## src/rtl/nibble_serial_adder.sv

```systemverilog
// rtl/nibble_serial_adder.sv - nibble-serial adder using one 4-bit slice reused per nibble
// A three-state FSM accepts an operand set, adds one nibble per cycle, then holds the result.
module nibble_serial_adder #(
  parameter int NIBBLES = 4
) (
  input  logic                 clk,
  input  logic                 rst,
  input  logic                 in_valid,
  output logic                 in_ready,
  input  logic [4*NIBBLES-1:0] a,
  input  logic [4*NIBBLES-1:0] b,
  input  logic                 c_in,
  output logic                 out_valid,
  input  logic                 out_ready,
  output logic [4*NIBBLES-1:0] sum,
  output logic                 c_out,
  output logic                 busy
);

  localparam int W  = 4 * NIBBLES;
  localparam int CW = $clog2(NIBBLES + 1);
  localparam logic [CW-1:0] LAST = CW'(NIBBLES - 1);

  typedef enum logic [1:0] {S_IDLE, S_ADD, S_HOLD} state_t;

  state_t          r_state;
  state_t          w_state_nxt;
  logic [W-1:0]    r_a;
  logic [W-1:0]    r_b;
  logic [W-1:0]    r_psum;
  logic [W-1:0]    r_sum;
  logic            r_carry;
  logic            r_cout;
  logic [CW-1:0]   r_cnt;
  logic [4:0]      w_slice;
  logic [W-1:0]    w_psum_nxt;
  logic            w_last;

  assign w_slice    = {1'b0, r_a[3:0]} + {1'b0, r_b[3:0]} + {4'b0000, r_carry};
  // Each slice result enters at the MSB end so the LSB nibble ends up lowest after NIBBLES shifts.
  assign w_psum_nxt = (r_psum >> 4) | (W'(w_slice[3:0]) << (W - 4));
  assign w_last     = (r_cnt == LAST);

  always_ff @(posedge clk or posedge rst) begin
    if (rst) begin
      r_state <= S_IDLE;
    end else begin
      r_state <= w_state_nxt;
    end
  end

  always_comb begin
    w_state_nxt = r_state;
    case (r_state)
      S_IDLE:  if (in_valid)  w_state_nxt = S_ADD;
      S_ADD:   if (w_last)    w_state_nxt = S_HOLD;
      S_HOLD:  if (out_ready) w_state_nxt = S_IDLE;
      default:                w_state_nxt = S_IDLE;
    endcase
  end

  always_comb begin
    in_ready  = (r_state == S_IDLE);
    busy      = (r_state == S_ADD);
    out_valid = (r_state == S_HOLD);
  end

  always_ff @(posedge clk or posedge rst) begin
    if (rst) begin
      r_a     <= '0;
      r_b     <= '0;
      r_psum  <= '0;
      r_sum   <= '0;
      r_carry <= 1'b0;
      r_cout  <= 1'b0;
      r_cnt   <= '0;
    end else begin
      case (r_state)
        S_IDLE: begin
          if (in_valid) begin
            r_a     <= a;
            r_b     <= b;
            r_carry <= c_in;
            r_psum  <= '0;
            r_cnt   <= '0;
          end
        end
        S_ADD: begin
          r_a     <= r_a >> 4;
          r_b     <= r_b >> 4;
          r_psum  <= w_psum_nxt;
          r_carry <= w_slice[4];
          r_cnt   <= r_cnt + 1'b1;
          if (w_last) begin
            r_sum  <= w_psum_nxt;
            r_cout <= w_slice[4];
          end
        end
        default: begin
        end
      endcase
    end
  end

  assign sum   = r_sum;
  assign c_out = r_cout;

endmodule

```

## config.mk

```make
export PLATFORM = sky130hd
export DESIGN_NAME = nibble_serial_adder
export DESIGN_NICKNAME = d
export VERILOG_FILES = /design/src/rtl/nibble_serial_adder.sv
export SDC_FILE = /design/constraint.sdc
export NUM_CORES = 1
export LEC_CHECK = 0
export BUFFER_PORTS_ARGS = -buffer_cell sky130_fd_sc_hd__buf_2
export CORE_MARGIN = 8
export CORE_UTILIZATION = 27
export CTS_CLUSTER_DIAMETER = 50
export CTS_CLUSTER_SIZE = 10
export DETAILED_ROUTE_END_ITERATION = 16
export MAX_ROUTING_LAYER = met4
export PLACE_DENSITY = 0.52
export SKIP_CTS_REPAIR_TIMING = 1
export SLEW_MARGIN = 25
export SYNTH_ARGS = -nofsm -noshare
export SYNTH_HDL_FRONTEND = slang
export SYNTH_SLANG_ARGS = --single-unit
```

## constraint.sdc

```tcl
create_clock -name clk -period 2.2 [get_ports clk]
set_clock_uncertainty 0.2 [all_clocks]
set_input_delay 0.33 -clock clk [delete_from_list [all_inputs] [get_ports clk]]
set_output_delay 0.33 -clock clk [all_outputs]
set_load 0.02 [all_outputs]
```

== After elaboration in Yosys (flattened, before gate mapping) ==
Index checks and enable logic that the tools add are counted.

* Register bits: 71
* Bits in writable memories: 0
* Memories kept: 0
* ROM bits: 0
* Input bits: 37
* Logic and storage cells: 37
* Bits in latches: 0
* Output and inout bits: 20

* Multiplexer cells: 14
* Shift-type cells: 0
* Reduce and logical (&&, ||, !) cells: 5
* Div/mod/pow operators: 0
* Bitwise operators: 1
* Multipliers: 0
* Eq/ne operators: 6
* Add/sub/neg operators: 3
* Order comparisons: 0

{| class="wikitable"
|+ Operators by type and width
! cell !! number
|-
| $pmux 16 s2 || 3
|-
| $mux 16 || 3
|-
| $or 12x16->16 || 1
|-
| $mux 2 || 3
|-
| $pmux 2 s3 || 1
|-
| $pmux 3 s2 || 1
|-
| $add 4x4->5 || 1
|-
| $add 5x1->5 || 1
|-
| $ne 2x1->1 const B || 2
|-
| $reduce_and 2->1 || 2
|-
| $add 3x1->3 const B || 1
|-
| $eq 3x2->1 const B || 1
|-
| $mux 3 || 1
|-
| $reduce_and 3->1 || 1
|-
| $eq 2x1->1 const B || 1
|-
| $eq 2x2->1 const B || 1
|-
| $logic_not 2->1 || 1
|-
| $ne 2x2->1 const B || 1
|-
| $pmux 1 s2 || 1
|-
| $reduce_bool 2->1 || 1
|-
| $mux 1 || 1
|}

== Longest topological paths before layout ==
Gate-level depths: netlist (run 1).

* Depth in word-level cells: 4
* Gate-level depth with buffers: 6
* Mapped depth without buffers: 5

== Worst setup path before layout (run 1) ==
Ideal clock, no wire load.

* Kind: register -> register
* Start point: register r_a[0]
* End point: register r_cout, in the netlist c_out
* Cell stages (with the launch flop): 6
* Path slack: 180 ps
* Period minus slack after synthesis: 2020 ps
* Required time: 1872 ps
* Setup time: 128 ps
* Arrival: 1692 ps
* Path through: dfrtp_1 > fa_1 > fa_1 > a21o_1 > a21oi_1 > o21ai_0

* Cells in the longest elaborated chain, start to end: 2

{| class="wikitable"
|+ Ends and longest elaborated chain
! item !! RTL line !! text
|-
| start, declared || 28 || <nowiki>logic [W-1:0] r_a;</nowiki>
|-
| start signal, assigned || 89 || <nowiki>r_a <= r_a >> 4;</nowiki>
|-
| $add 4x4->5 || 39 || <nowiki>assign w_slice = {1'b0, r_a[3:0]} + {1'b0, r_b[3:0]} + {4'b0000, r_carry};</nowiki>
|-
| $add 5x1->5 || 39 ||
|-
| end signal, assigned || 96 || <nowiki>r_cout <= w_slice[4];</nowiki>
|-
| end, declared || 33 || <nowiki>logic r_cout;</nowiki>
|}

Every way passes these cells.
A chain may end at the register's enable or synchronous reset.

== Worst setup path after layout (run 1) ==
* Start point: register r_a[0]
* End point: register r_carry

* Cells in the longest elaborated chain, start to end: 3

{| class="wikitable"
|+ Ends and longest elaborated chain
! item !! RTL line !! text
|-
| $add 4x4->5 || 39 ||
|-
| $add 5x1->5 || 39 ||
|-
| $pmux 1 s2 || 78 || <nowiki>case (r_state)</nowiki>
|-
| end signal, assigned || 83 || <nowiki>r_carry <= c_in;</nowiki>
|-
| end signal, assigned || 92 || <nowiki>r_carry <= w_slice[4];</nowiki>
|-
| end, declared || 32 || <nowiki>logic r_carry;</nowiki>
|}

Every way passes these cells.

==> results.txt, run 1 <==
detailed-route DRC error count - 0
max_cap viols - 0
ANT cells - 0
die height - 124 um
register area share after synthesis - 53.0%
Core Area - 11,400 sq um
critical path capture point type - flip-flop
Design Area, Final - 3960 sq um
Logic pwr share - 35.5%
worst min path class - input pin to flip-flop
total CTS buffers - 9
Area Overhead vs Synth - 24.9%
clk slew on worst S/H paths - 50 ps
vias in the first global route - 2,287
Yosys cell types - 35
Clock power frac - 29.4%
clock sink count - 67
gr ovfl total - 0
first-pass GRT wire length - 12,600 um
Mean Syn Cell Area - 11.4 sq um
total design power - 5.86 mW
worst-skew pair later-pin latency - 330 ps
wire per inst - 15.6 um
Area after DPL - 3570 sq um
I/O Pins - 57
DP Worst Slack - 87.2 ps
P_leak - 1.93 nW
die width - 124 um
Worst Min Path Start - a[14]
Cell Area, Synth - 3170 sq um
period utilization - 93.9%
CTS tree - built
reg2reg path depth - 5
DP HPWL - 5040 um
CTS Buffer Depth - 2
startpoint class of the critical path - flip-flop
worst-path maximum fanout - 3
status - finished, final reports clean
vias per std cell - 4.65
final hold vios - 0
Fill cells - 1,172
Slew @ Worst Pin - 752 ps
layout cells sized above 1 - 29.8%
router iterations before antenna repair - 4
Crit Path Class - flip-flop to flip-flop
P_int - 3.84 mW
PD cells - 1480 nW/um^2
Switching Fraction - 34.4%
post-route ant nets - 0
Reg power frac - 35.1%
worst setup margin - 134 ps
area of the die - 15,400 sq um
htree depth - 3
final wirelength - 7540 um
most frequent cells in the layout - dfrtp_1 (67), buf_2 (56), a21oi_1 (30)
count of final setup violators - 0
setup total negative slack - 0 ps
Syn. warnings - 0
Cell Rows - 39
Seq cells post-synth - 67
root buffer cell - clkbuf_16
Hold Path Cell Cnt - 2
RSZ-0062 raised after global routing - no
routability cong. - 0.711
drt initial violations - 199
Final Slew Violations - 0
Crit path arrival time - 2040 ps
fin crit period - 2070 ps
CP required - 2170 ps
pin count of the biggest net entering global routing - 68
Port-buffer cells - 56
switching power total - 2.02 mW
crit path launch - r_a[0]
nets@finish - 378
initial antenna violation count - 0
commonest non-fill, non-tap cell in the layout - dfrtp_1
GRT Overall Usage - 10.2%
worst reg2reg path startpoint - r_a[0]
cells after synthesis - 278
fmax - 0.484 GHz
Rel. slew slack - 49.8%
Max IR drop VDD - 727 uV
Via Count - 2,240
Synthesized Nets - 322
initial cell density of the core - 27.7%
[critical path, stage by stage (launching register included)]
cell and delay [ps]:
dfrtp_1 400, fa_1 460, fa_1 410, a21o_1 200, a21oi_2 160, a221oi_2 80
[power by group through the flow]
stage	sequential (mW)	clock [mW]	combinational, mW
5_1_grt	2.13	1.80	2.30
4_1_cts	2.06	1.74	2.11
2_1_floorplan	2.12	0	1.55
6_report	2.06	1.72	2.08
3_3_place_gp	2.07	0	2.06
3_5_place_dp	2.08	0	2.10
[cell type report]
type                            count  area, sq um  share of cell area (%)
Timing Repair Buffer               66          385                    9.74
Clock inverter                      4         95.1                    2.40
Multi-Input combinational cell    184         1320                    33.5
Clock buffer                       12          267                    6.74
Sequential cell                    67         1680                    42.4
Tap cell                          143          179                    4.52
Inverter                            6         28.8                   0.728
[kinds of logic after synthesis]
group	after synthesis	synth area share (%)
AO/OA/AOI/OAI	101	19.9
XOR/XNOR	1	0.277
adder cells (fa/ha/maj)	7	3.24
buffers and inverters	27	5.34
flip-flops	67	53.0
multiplexers	15	6.84
AND/OR/NAND/NOR	60	11.5
[flip-flops by register name, summed over array words and instances (netlist names)]
name     flops
r_cnt        3
r_psum      12
sum         16
c_out        1
r_carry      1
r_a         16
r_b         16
r_state      2
[stage by stage]
stage                     hold slack, ps  instances  utilization, %
after floorplan                      222        278               -
after global placement               255        464            31.3
after detailed placement             258        464            31.3
after CTS                          -90.0        480            34.4
after global routing                28.6        482            34.6
final                               20.2        482            34.6
[path summary, 6_finish.rpt]
| kind | to | slack, ps |
|---|---|---|
| hold reg to reg | r_cnt[2] | 270 |
| setup reg to reg | r_carry | 130 |
| min in group asynchronous | sum[2] | 430 |
| hold / removal | r_a[14] | 20 |
| max in group asynchronous | r_b[2] | 1060 |
| setup / recovery | r_carry | 130 |
[Yosys cell counts]
cell / instances / area [sq um]
nand3_1: 1 / 5.00
buf_6: 4 / 45.0
buf_2: 3 / 15.0
nor3_1: 1 / 5.00
clkbuf_1: 5 / 18.8
o21ai_0: 14 / 70.1
and2b_1: 1 / 7.51
o21bai_4: 1 / 18.8
o21ai_1: 21 / 105
nor2_1: 2 / 7.51
xnor2_1: 1 / 8.76
clkbuf_2: 1 / 5.00
inv_4: 1 / 6.26
and3b_1: 10 / 87.6
and2_1: 1 / 6.26
a22o_1: 14 / 123
mux2_4: 13 / 195
nand2b_4: 1 / 13.8
dfrtp_1: 67 / 1680
a21o_1: 1 / 7.51
nor2b_1: 20 / 125
nand3b_4: 1 / 20.0
o31ai_1: 2 / 15.0
fa_1: 2 / 40.0
a22oi_1: 15 / 113
a21boi_0: 1 / 7.51
mux2i_1: 1 / 10.0
mux2_2: 1 / 11.3
nand2_1: 21 / 78.8
a21oi_1: 31 / 155
a221oi_2: 1 / 15.0
buf_4: 8 / 60.1
inv_1: 5 / 18.8
nand2b_1: 1 / 6.26
ha_1: 5 / 62.6
[per-layer routing]
layer | up-vias | GRT usage [%] | wire (um)
li1 | 1107 | - | -
met1 | 1075 | 14.1 | 3950
met2 | 51 | 13.6 | 3230
met3 | 7 | 3.28 | 279
met4 | 0 | 3.40 | 80
met5 | - | - | 0
(Power assumes the default switching activity.)
==> run 2, diff against run 1 <==
==> constraint.sdc (replaced) <==
create_clock -name clk -period 2.2 [get_ports clk]
set_clock_uncertainty 0.2 [all_clocks]
set_input_delay 0.33 -clock clk [delete_from_list [all_inputs] [get_ports clk]]
set_output_delay 0.33 -clock clk [all_outputs]
set_load 0.1 [all_outputs]
==> run 2 against run 1 <==
Largest cell class unchanged. Final cell count is 0.21% lower. Maximum frequency shrank 1.5%. Sequential share of layout area shrank 0.054 points. Highest routed layer unchanged. Clock power fell by 9%. Design area rose by 0.13%. Total power up 15%. Worst setup slack got worse by 32 ps. Critical path depth unchanged. Routed wire length rose by 1.1%.
==> results.txt, run 2 (same netlist as run 1, synthesis figures left out) <==
status - finished, final reports clean
initial antenna violation count - 0
CTS Buffer Depth - 2
worst min path class - input pin to flip-flop
Area Overhead vs Synth - 25.1%
Cell Rows - 39
Hold EP - r_a[12]
worst-path maximum fanout - 3
fin crit period - 2100 ps
Fill cells - 1,175
P_leak - 1.92 nW
clock sink count - 67
final wirelength - 7630 um
fmax - 0.477 GHz
Via Count - 2,262
startpoint class of the critical path - flip-flop
die width - 124 um
area of the die - 15,400 sq um
root buffer cell - clkbuf_16
drt initial violations - 141
worst reg2reg path startpoint - r_a[0]
slowest stage delay, CP - 480 ps
reg-to-reg slack, setup - 100 ps
nets@finish - 377
Hold Path Cell Cnt - 2
Crit Path Class - flip-flop to flip-flop
commonest non-fill, non-tap cell in the layout - dfrtp_1
Port-buffer cells - 56
count of final setup violators - 0
I/O Pins - 57
Crit-path slowest cell - fa_1
stages on the worst setup path - 5
CP dominant cell by count - fa_1
gr ovfl total - 0
Worst Min Path Start - a[12]
CTS tree - built
most frequent cells in the layout - dfrtp_1 (67), buf_2 (54), a21oi_1 (30)
total CTS buffers - 9
period utilization - 95.3%
Rel. slew slack - 49.5%
Crit path arrival time - 2090 ps
CP required - 2190 ps
layout cells sized above 1 - 29.6%
PD cells - 1700 nW/um^2
routability cong. - 0.677
reg2reg path depth - 5
worst-skew pair later-pin latency - 330 ps
R2R Path End - c_out
setup total negative slack - 0 ps
post-route ant nets - 0
wire per inst - 15.9 um
pin count of the biggest net entering global routing - 50
die height - 124 um
first-pass GRT wire length - 12,600 um
Slew @ Worst Pin - 756 ps
worst path bufs/invs - 0
Max IR drop VDD - 1260 uV
htree depth - 3
RSZ-0062 raised after global routing - no
vias per std cell - 4.70
ANT cells - 0
vias in the first global route - 2,260
detailed-route DRC error count - 0
max_cap viols - 0
critical path capture point type - flip-flop
Core Area - 11,400 sq um
router iterations before antenna repair - 4
GRT Overall Usage - 10.3%
Crit path max-delay family - adder cells
initial cell density of the core - 27.7%
final hold vios - 0
Final Slew Violations - 0
CP Cell Sequence - fa_1 -> fa_1 -> a21o_1 -> a21oi_2 -> o21ai_0
DP HPWL - 5240 um
clk slew on worst S/H paths - 60 ps
worst hold margin - 18.6 ps
[run 2: changes by cell type in the layout (fill, tap and decap cells not counted)]
| cell | change |
|---|---|
| buf_12 | +3 |
| buf_2 | -2 |
| buf_4 | -2 |
| bufinv_16 | -1 |
| clkbuf_1 | +1 |
| clkbuf_8 | -1 |
| clkinvlp_4 | +1 |
| nor2_1 | -1 |
| nor2_2 | +1 |
[run 2: stage by stage]
| step | utilization [%] | instances | area (sq um) | total power, mW | setup WS, ps |
|---|---|---|---|---|---|
| 2_1_floorplan | - | 278 | 3170 | 4.59 | 179 |
| 3_3_place_gp | 31.6 | 463 | 3610 | 5.16 | 98.0 |
| 3_5_place_dp | 31.6 | 463 | 3610 | 5.22 | 56.8 |
| 4_1_cts | 34.5 | 479 | 3940 | 6.81 | 37.1 |
| 5_1_grt | 34.7 | 481 | 3960 | 7.12 | 2.23 |
| 6_report | 34.7 | 481 | 3960 | 6.73 | 103 |
[run 2: metal layers]
layer | global-route usage, % | routed length [um] | up-vias
li1 | - | - | 1105
met1 | 13.9 | 3790 | 1092
met2 | 14.4 | 3430 | 53
met3 | 3.15 | 310 | 12
met4 | 2.76 | 93 | 0
met5 | - | 0 | -
[run 2: final cells by class]
type / instances / area (sq um) / share of cell area (%)
Multi-Input combinational cell: 184 / 1330 / 33.5
Clock inverter: 4 / 72.6 / 1.83
Timing Repair Buffer: 65 / 420 / 10.6
Clock buffer: 12 / 256 / 6.48
Tap cell: 143 / 179 / 4.52
Inverter: 6 / 28.8 / 0.727
Sequential cell: 67 / 1680 / 42.3
[run 2: how the worst max path moves through the flow]
stage,endpoint,slack [ps],from
finish,c_out,100,r_a[0]
global route,c_out,2,r_a[0]
CTS,c_out,40,r_a[0]
detailed placement,c_out,60,r_a[0]
global placement,c_out,100,r_a[0]
floorplan,c_out,180,r_a[0]
[run 2: power by group]
part           total (mW)  internal [mW]  switching [mW]
logic                3.11           1.01            2.10
registers            2.05           1.71           0.339
clock network        1.57           1.05           0.519
==> run 3, diff against run 2 <==
CELL_PAD_IN_SITES_DETAIL_PLACEMENT = 1   (was not set)
CELL_PAD_IN_SITES_GLOBAL_PLACEMENT = 1   (was not set)
CORE_MARGIN = not set   (was 8)
PLACE_DENSITY = 0.61   (was 0.52)
==> run 3 against run 2 <==
Sequential cell count is the same. Sequential share of layout area grew 0.79 points. Critical endpoint is now in_ready. Count of clock-buffer cells in the layout is the same. Combinational power shrank 3%. Routed wire length shrank 2.5%. Maximum frequency shrank 1.8%. Non-clock buffer count shrank 1. Total power shrank 2.6%. Critical path depth shrank 2. Register-to-register slack is essentially flat. Utilization shrank 0.64 points.
==> results.txt, run 3 (same netlist as run 1, synthesis figures left out) <==
status - finished, final reports clean
pin count of the biggest net entering global routing - 68
wire per inst - 15.6 um
htree depth - 3
PD cells - 1690 nW/um^2
root buffer cell - clkbuf_16
initial antenna violation count - 0
DP HPWL - 4940 um
Final Slew Violations - 0
total design power - 6.55 mW
GRT Overall Usage - 14.0%
Crit path arrival time - 1610 ps
DP Cell Count - 462
CTS Buffer Depth - 2
Worst Min Path Start - a[13]
vias per std cell - 4.79
count of final setup violators - 0
Slew @ Worst Pin - 731 ps
worst-path maximum fanout - 7
reg2reg path depth - 5
commonest non-fill, non-tap cell in the layout - dfrtp_1
critical path capture point type - primary output
worst-skew pair later-pin latency - 330 ps
P_leak - 1.89 nW
fmax - 0.468 GHz
CTS tree - built
most frequent cells in the layout - dfrtp_1 (67), buf_2 (55), a21oi_1 (30)
ANT cells - 0
die height - 110 um
startpoint class of the critical path - flip-flop
CP required - 1670 ps
die width - 110 um
Hold Path Cell Cnt - 2
Via Count - 2,290
Crit Path Class - flip-flop to primary output
Area Overhead vs Synth - 22.8%
layout cells sized above 1 - 29.3%
Cell Rows - 39
R2R Path End - r_carry
I/O Pins - 57
clk slew on worst S/H paths - 50 ps
detailed-route DRC error count - 0
gr ovfl total - 0
max_cap viols - 0
vias in the first global route - 2,464
nets@finish - 376
Max IR drop VDD - 994 uV
Hold EP - r_a[13]
Port-buffer cells - 56
routability cong. - 0.689
Core Area - 11,400 sq um
initial cell density of the core - 27.7%
area of the die - 12,200 sq um
worst reg2reg path startpoint - r_a[0]
Fill cells - 1,300
final wirelength - 7440 um
total CTS buffers - 9
router iterations before antenna repair - 4
first-pass GRT wire length - 12,400 um
post-route ant nets - 0
drt initial violations - 115
Rel. slew slack - 51.2%
period utilization - 97.1%
worst min path class - input pin to flip-flop
RSZ-0062 raised after global routing - no
setup total negative slack - 0 ps
Finished Layout Cells - 478
fin crit period - 2140 ps
reg-to-reg slack, setup - 90 ps
final hold vios - 0
clock sink count - 67
==> run 3: cell count changes in the layout (fill, tap and decap cells not counted), sizes merged <==
cell / previous run / this run
bufinv: 2 / 1
clkinvlp: 2 / 1
buf: 63 / 62
==> run 3: how the worst max path moves through the flow <==
stage                    start  endpoint  slack [ps]  cells past startpoint
detailed placement      r_a[0]     c_out          60                      5
global placement        r_a[0]     c_out          90                      5
finish              r_state[0]  in_ready          60                      3
CTS                 r_state[1]      busy          30                      3
global route        r_state[0]  in_ready         0.1                      3
floorplan               r_a[0]     c_out         180                      5
==> run 3: area by class of cell <==
type,instances,area [sq um],share of cell area (%)
repair buffers,64,373,9.59
clock inverters,2,35.0,0.901
clock buffers,12,267,6.86
multi-input cells,184,1330,34.1
inverters,6,31.3,0.805
flip-flops and latches,67,1680,43.1
well taps,143,179,4.60
==> run 3: worst max-delay path: stages (launching register included) <==
cell and delay (ps):
dfrtp_1 500, buf_4 230, nor2_2 110, buf_2 440
==> run 3: per-stage QoR <==
step                      setup slack (ps)  hold WS [ps]  utilization (%)  area [sq um]
after floorplan                        179           222                -          3170
after global placement                92.4           260             31.2          3560
after detailed placement              62.9           258             31.2          3560
after CTS                             31.5         -93.0             33.8          3860
after global routing                 0.112          31.8             34.0          3890
final                                 63.6          29.8             34.0          3890
==> run 3: metal layers <==
metal  wire length [um]  vias up  GRT usage, %
met5                  0        -             -
met4                150        0          6.48
li1                   -     1098             -
met3                245       13          2.70
met2               3480       42          21.6
met1               3560     1137          17.7
==> run 3: power breakdown <==
part           leakage, nW  total (mW)  internal (mW)  switching, mW
clock network        0.151        1.45          0.954          0.493
registers            0.875        2.08           1.71          0.362
logic                0.864        3.03          0.951           2.08
total                 1.89        6.55           3.62           2.93
